==> src/rtl/uart_tx_sched.sv <==
// Round-robin scheduler sharing one UART transmit datapath among N_REQ byte producers.
// Latches the winning byte, holds tx_set for the frame and forces a one-cycle set drop after tx_done.
module uart_tx_sched #(
  parameter int N_REQ = 4,
  parameter int DW    = 8
) (
  input  logic                  i_clk,
  input  logic                  i_rst,
  input  logic                  i_en,
  input  logic [N_REQ-1:0]      i_req,
  input  logic [N_REQ*DW-1:0]   i_din,
  output logic [N_REQ-1:0]      o_ack,
  output logic [2:0]            o_gnt_id,
  output logic                  o_busy,
  output logic                  o_tx_sel,
  output logic                  o_tx_set,
  output logic [DW-1:0]         o_tx_din,
  input  logic                  i_tx_done,
  output logic [15:0]           o_frame_cnt
);

  typedef enum logic [1:0] {S_IDLE, S_SEND, S_GAP} state_t;

  state_t              r_state;
  state_t              w_state_nxt;
  logic [2:0]          r_ptr;
  logic [2:0]          r_gnt_id;
  logic                r_busy;
  logic                r_tx_sel;
  logic                r_tx_set;
  logic [DW-1:0]       r_tx_din;
  logic [N_REQ-1:0]    r_ack;
  logic [15:0]         r_frame_cnt;

  logic [7:0]          w_req8;
  logic [3:0]          w_idx;
  logic                w_found;
  logic [2:0]          w_win;
  logic [2:0]          w_ptr_nxt;
  logic [DW-1:0]       w_win_byte;
  logic                w_grant;
  logic                w_frame_end;
  logic                w_tx_set_nxt;
  logic                w_busy_nxt;
  logic [N_REQ-1:0]    w_ack_nxt;

  // Search starts at r_ptr and wraps, so the last winner drops to lowest priority.
  always_comb begin
    w_req8               = '0;
    w_req8[N_REQ-1:0]    = i_req;
    w_found              = 1'b0;
    w_win                = r_ptr;
    w_idx                = '0;
    for (int k = 0; k < N_REQ; k++) begin
      w_idx = {1'b0, r_ptr} + 4'(k);
      if (w_idx >= 4'(N_REQ)) w_idx = w_idx - 4'(N_REQ);
      if (!w_found && w_req8[w_idx[2:0]]) begin
        w_found = 1'b1;
        w_win   = w_idx[2:0];
      end
    end
  end

  always_comb begin
    w_win_byte = '0;
    for (int i = 0; i < N_REQ; i++) begin
      if (w_win == 3'(i)) w_win_byte = i_din[i*DW +: DW];
    end
  end

  assign w_ptr_nxt   = (w_win == 3'(N_REQ-1)) ? 3'd0 : w_win + 3'd1;
  assign w_grant     = (r_state == S_IDLE) && i_en && w_found;
  assign w_frame_end = (r_state == S_SEND) && i_en && i_tx_done;

  // Next-state logic; en low overrides everything and parks the FSM in IDLE.
  always_comb begin
    w_state_nxt = r_state;
    if (!i_en) begin
      w_state_nxt = S_IDLE;
    end else begin
      case (r_state)
        S_IDLE:  if (w_found)   w_state_nxt = S_SEND;
        S_SEND:  if (i_tx_done) w_state_nxt = S_GAP;
        S_GAP:                  w_state_nxt = S_IDLE;
        default:                w_state_nxt = S_IDLE;
      endcase
    end
  end

  // Output logic: next values of the registered outputs.
  always_comb begin
    w_tx_set_nxt = (w_state_nxt == S_SEND);
    w_busy_nxt   = (w_state_nxt != S_IDLE);
    w_ack_nxt    = '0;
    for (int i = 0; i < N_REQ; i++) begin
      w_ack_nxt[i] = w_grant && (w_win == 3'(i));
    end
  end

  always_ff @(posedge i_clk) begin
    if (i_rst) begin
      r_state     <= S_IDLE;
      r_ptr       <= '0;
      r_gnt_id    <= '0;
      r_busy      <= 1'b0;
      r_tx_sel    <= 1'b0;
      r_tx_set    <= 1'b0;
      r_tx_din    <= '0;
      r_ack       <= '0;
      r_frame_cnt <= '0;
    end else begin
      r_state  <= w_state_nxt;
      r_busy   <= w_busy_nxt;
      r_tx_sel <= i_en;
      r_tx_set <= w_tx_set_nxt;
      r_ack    <= w_ack_nxt;
      if (w_grant) begin
        r_tx_din <= w_win_byte;
        r_gnt_id <= w_win;
        r_ptr    <= w_ptr_nxt;
      end
      if (w_frame_end) r_frame_cnt <= r_frame_cnt + 16'd1;
    end
  end

  assign o_ack       = r_ack;
  assign o_gnt_id    = r_gnt_id;
  assign o_busy      = r_busy;
  assign o_tx_sel    = r_tx_sel;
  assign o_tx_set    = r_tx_set;
  assign o_tx_din    = r_tx_din;
  assign o_frame_cnt = r_frame_cnt;

endmodule

==> config.mk <==
export PLATFORM = sky130hd
export DESIGN_NAME = uart_tx_sched
export DESIGN_NICKNAME = d
export VERILOG_FILES = /design/src/rtl/uart_tx_sched.sv
export SDC_FILE = /design/constraint.sdc
export NUM_CORES = 1
export LEC_CHECK = 0
export ABC_AREA = 1
export BUFFER_PORTS_ARGS = -buffer_cell sky130_fd_sc_hd__buf_2
export CORE_MARGIN = 2
export CORE_UTILIZATION = 25
export CTS_CLUSTER_SIZE = 30
export DETAILED_ROUTE_END_ITERATION = 12
export HOLD_SLACK_MARGIN = 0.12
export SLEW_MARGIN = 20
export SYNTH_ARGS = -nofsm -noshare
export SYNTH_HDL_FRONTEND = slang
export SYNTH_SLANG_ARGS = --single-unit
export TNS_END_PERCENT = 1
==> constraint.sdc <==
create_clock -name i_clk -period 6.33 [get_ports i_clk]
set_input_delay 0.9495 -clock i_clk [delete_from_list [all_inputs] [get_ports i_clk]]
set_output_delay 0.9495 -clock i_clk [all_outputs]
set_load 0.01 [all_outputs]
-- Word level (Yosys, flattened, before mapping)
Index checks and enable logic that the tools add are counted.
- add/subtract/negate cells: 9
- magnitude comparators: 8
- eq/ne operators: 5
- muxes and demuxes: 29
- reductions and logical operators: 17
- operators by type and width (kind ; number):
    $mux W8 ; 4
    $mux W3 ; 9
    $add A16 B1 Y16 const B ; 1
    $lt A3 B4 Y1 const B ; 4
    $bmux W1 S3 ; 4
    $ge A4 B3 Y1 const B ; 3
    $sub A3 B3 Y3 const B ; 4
    $logic_and A1 B1 Y1 ; 11
    $add A3 B2 Y4 const B ; 2
    $mux W1 ; 8
    $eq A3 B2 Y1 const B ; 2
    $mux W2 ; 3
    $add A3 B1 Y4 const B ; 1
    $eq A2 B1 Y1 const B ; 2
    $pmux W2 S2 ; 1
    $add A3 B1 Y3 const B ; 1
    $eq A3 B1 Y1 const B ; 1
    $ge A3 B3 Y1 const B ; 1
    $logic_not A1 Y1 ; 3
    $logic_not A3 Y1 ; 1
    $logic_not A2 Y1 ; 1
    $reduce_bool A2 Y1 ; 1
- register bits after elaboration: 39
- input port bits: 40
- output and inout port bits: 34
- logic and storage cells: 77

-- Logic depth before layout (Yosys ltp)
- depth after elaboration: 19
- gate-level depth with buffers: 21
- mapped depth without buffers: 19

-- Worst setup path after synthesis
Ideal clock, no wire load.
- path kind: input to register
- start: input port i_req[3]
- end: register r_tx_din[7], in the netlist o_tx_din[7]
- setup time: 140 ps
- arrival time: 2837 ps
- data required time: 6190 ps
- slack: 3353 ps
- cell stages on the path: 16
- buffers on the path: 2
- cell sequence: nand2_1 > nand2_2 > o21ai_2 > nand2_2 > nor2_4 > nand2_1 > nand2_1 > xor2_2 > ha_1 > clkbuf_1 > clkbuf_1 > nor2_1 > nand3_1 > nand3_1 > nand2_1 > a21oi_2
- word-level cells in the longest chain between the ends: 17
- elaborated cells between the ends (all ways): 31
- classes of those cells: eq/ne (3); mux (20); reduce/logical (8)
- ends and longest elaborated chain (item ; line ; RTL):
    from (decl) ; 10 ; input logic [N_REQ-1:0] i_req,
    $bmux W1 S3 ; 57 ; if (!w_found && w_req8[w_idx[2:0]]) begin
    $mux W1 (implied by the code) ; 57 ;
    $mux W1 ; 57 ;
    $logic_not A1 Y1 ; 57 ;
    $logic_and A1 B1 Y1 ; 57 ;
    $mux W1 ; 57 ;
    $logic_not A1 Y1 ; 57 ;
    $logic_and A1 B1 Y1 ; 57 ;
    $mux W1 ; 57 ;
    $logic_not A1 Y1 ; 57 ;
    $logic_and A1 B1 Y1 ; 57 ;
    $mux W3 * ; 57 ;
    named net w_win[0] ; 38 ; logic [2:0] w_win;
    $logic_not A3 Y1 ; 67 ; if (w_win == 3'(i)) w_win_byte = i_din[i*DW +: DW];
    $mux W8 (3 in a row) ; 67 ;
    $mux W8 * ; 67 ;
    to (signal assigned) ; 118 ; r_tx_din <= w_win_byte;
    to (decl) ; 31 ; logic [DW-1:0] r_tx_din;
Mark *: on every way through the listed nets, which the timed path passes. The rest lies on a longest branch. The select of a mux whose other input is x is not followed.
A chain may end at the register's enable or synchronous reset.

-- Worst setup path after layout
- start: register r_ptr[0]
- end: register r_tx_din[2], in the netlist o_tx_din[2]
- word-level cells in the longest chain between the ends: 19
- elaborated cells between the ends (all ways): 46
- classes of those cells: add/sub (7); order compare (4); eq/ne (3); mux (24); reduce/logical (8)
- ends and longest elaborated chain (item ; line ; RTL):
    from (decl) ; 26 ; logic [2:0] r_ptr;
    from (signal assigned) ; 120 ; r_ptr <= w_ptr_nxt;
    branches (longest 13 deep; another with $add A3 B1 Y4) ; - ;
    $mux W3 * ; 57 ;
    named net w_win[0] ; 38 ;
    $logic_not A3 Y1 ; 67 ;
    $mux W8 (3 in a row) ; 67 ;
    $mux W8 * ; 67 ;
Mark *: on every way through the listed nets, which the timed path passes. The select of a mux whose other input is x is not followed.

==> impl_results.md <==
- Status: finished clean
- Most common cell after layout, fill and taps aside: buf_2
- Nets@finish: 446
- CTS Hold Bufs: 0
- ANT nets after route: 0
- Post-CTS sizing: 0
- Fmax: 309 MHz
- Skew final: 0.00805 ns
- Sw power: 587 uW
- Most frequent cells in the layout: buf_2, nand2_1, nand3_1
- Pin count of the biggest net entering global routing: 29
- Deepest clock path buffer count: 2
- DP Area: 2740 um^2
- Pins over their slew limit: 0
- PD cells: 436 nW/um^2
- CTS sink count: 39
- Inserted Diodes: 0
- Max FO, Critical Path: 9
- Tcrit/Tclk final: 0.511
- CTS tree: done
- H-tree depth: 2
- Post-route cell area: 2860 um^2
- Combinational power share: 0.588
- Vias per inst: 4.51
- Total Routing Usage GR: 0.121
- Worst-path clk slew: 0.08 ns
- Via count: 2305
- Worst setup EP type: flip-flop
- Internal: 658 uW
- Die area: 10000 um^2
- Synth Cell Area: 2300 um^2
- First-pass DRT Iterations: 4
- Switching Share: 0.472
- Core area: 9110 um^2
- Synth warn: 0
- WL per Instance: 11.6 um
- Final Hold Viols: 0
- Total leakage power: 1.39 nW
- Max IR drop VDD: 0.162 mV
- Number of synthesized register bits: 39
- Worst slew pin tran: 0.834 ns
- Starting density of the core: 0.253
- Reg power frac: 0.244
- Hold Crit Class: reg2reg
- Fraction of layout cells with a size suffix above 1: 0.278
- Port-buffer cells: 73
- Gpl congestion: 0.833
- Drt initial violations: 71
- Gr ovfl total: 0
- Mean Syn Cell Area: 6.98 um^2
- # Post-CTS Setup Buffers: 0
- Post-DP HPWL: 4520 um
- CTS Root Cell: clkbuf_8
- Syn nets: 377
- Num CTS Buffers: 5
- Slew HR: 0.441
- Die X: 100 um
- Chip height: 100 um
- Synth-to-Final Area Change: 24.0%
- Total power: 1.24 mW
- Global-route wire length before repair: 9840 um
- Total wire length: 5930 um
- Sequential fraction of the synthesis area: 0.339
- Clk Latency, worst-skew pair: 0.29 ns
- Synth Instances: 330
- # rows: 35
- HP Start: o_gnt_id[2]$_SDFFE_PP0P_
- Crit start category: flip-flop
- Yosys cell types: 33
- DRC viols: 0
- Unrepaired setup endpoints after global routing: no
- Required @ worst endpoint: 6.49 ns
- Final setup vio count: 0
- Fin Setup TNS: 0 ns
- Initial antenna violation count: 0
- Worst setup path category: reg2reg
- Max-cap violations: 0
- Clock share of power: 0.168
- Period minus WS final: 3.24 ns
- Critical R2R Launch: r_ptr[0]$_SDFFE_PP0P_
- Io pins: 74
- Worst EP arrival: 3.40 ns
- Critical path origin: r_ptr[0]$_SDFFE_PP0P_
- Vias in the first global route: 2151
state kept, by name, indices dropped and copies added (netlist names):
name,cells
o_tx_din,8
o_tx_sel,1
o_gnt_id,3
o_tx_set,1
o_ack,4
r_state,2
r_ptr,3
o_busy,1
o_frame_cnt,16
synthesized netlist by cell type, drive strengths merged:
cell	instances	area share
a21oi	22	0.061
buf	5	0.018
clkbuf	6	0.0098
clkinv	2	0.0033
dfxtp	39	0.34
ha	7	0.038
inv	47	0.079
nand2	68	0.13
nand3	56	0.13
nand3b	2	0.0065
nand4	4	0.011
nor2	36	0.070
nor3	6	0.015
nor3b	3	0.012
o211ai	1	0.0033
o21a	11	0.036
o21ai	13	0.030
or2	1	0.0027
xor2	1	0.0071
final cells by class:
cell class,count,area (um^2)
fillers,989,6250
multi-input cells,231,1270
flip-flops and latches,39,781
repair buffers,73,365
inverters,49,189
well taps,111,139
clock buffers,5,68.8
clock inverters,3,43.8
cells by family (layout without fill, tap and decap cells):
kind of cell	after synthesis	count (layout)	synth area share
xor+xnor	1	1	0.00706
compound gates	47	47	0.130
simple gates	176	176	0.376
fa+ha+maj	7	7	0.0380
flops	39	39	0.339
buf+inv	60	130	0.110
layer usage:
layer	global-route usage	routed length (um)
met5	0	0
met4	0.0253	35
met3	0.0230	235
met2	0.206	2760
met1	0.160	2900
power by group through the flow:
stage / sequential (mW) / clock [mW] / combinational (mW)
CTS: 0.303 / 0.219 / 0.734
global route: 0.307 / 0.225 / 0.834
finish: 0.303 / 0.209 / 0.732
floorplan: 0.311 / 0 / 0.572
detailed placement: 0.308 / 0 / 0.730
global placement: 0.308 / 0 / 0.717
worst max-delay path, stage by stage (launching register included):
cell     delay [ns]
dfxtp_1        0.58
inv_4          0.10
ha_1           0.39
inv_1          0.10
nand3_1        0.10
nand3_1        0.11
nand2_2        0.07
nor2_4         0.15
nand2_1        0.09
nand2_1        0.11
xor2_2         0.25
inv_1          0.10
ha_1           0.33
nand2_1        0.34
nand3_1        0.12
nand2_1        0.11
a21oi_2        0.06
through the flow:
step	setup slack (ns)	instances	util	hold slack (ns)
detailed placement	3.08	503	0.301	0.431
CTS	3.09	511	0.313	0.444
floorplan	3.35	330	-	0.470
global placement	3.12	503	0.301	0.432
finish	3.09	511	0.313	0.441
global route	2.77	511	0.313	0.486
worst paths after layout:
check / endpoint / slack (ns) / cells after the start
setup / recovery: o_tx_din[2]$_SDFFE_PP0P_ / 3.09 / 16
hold / removal: o_gnt_id[2]$_SDFFE_PP0P_ / 0.44 / 2
setup reg to reg: o_tx_din[2]$_SDFFE_PP0P_ / 3.09 / 16
hold reg to reg: o_gnt_id[2]$_SDFFE_PP0P_ / 0.44 / 2
Note: power is estimated with default switching activity, not from simulation.
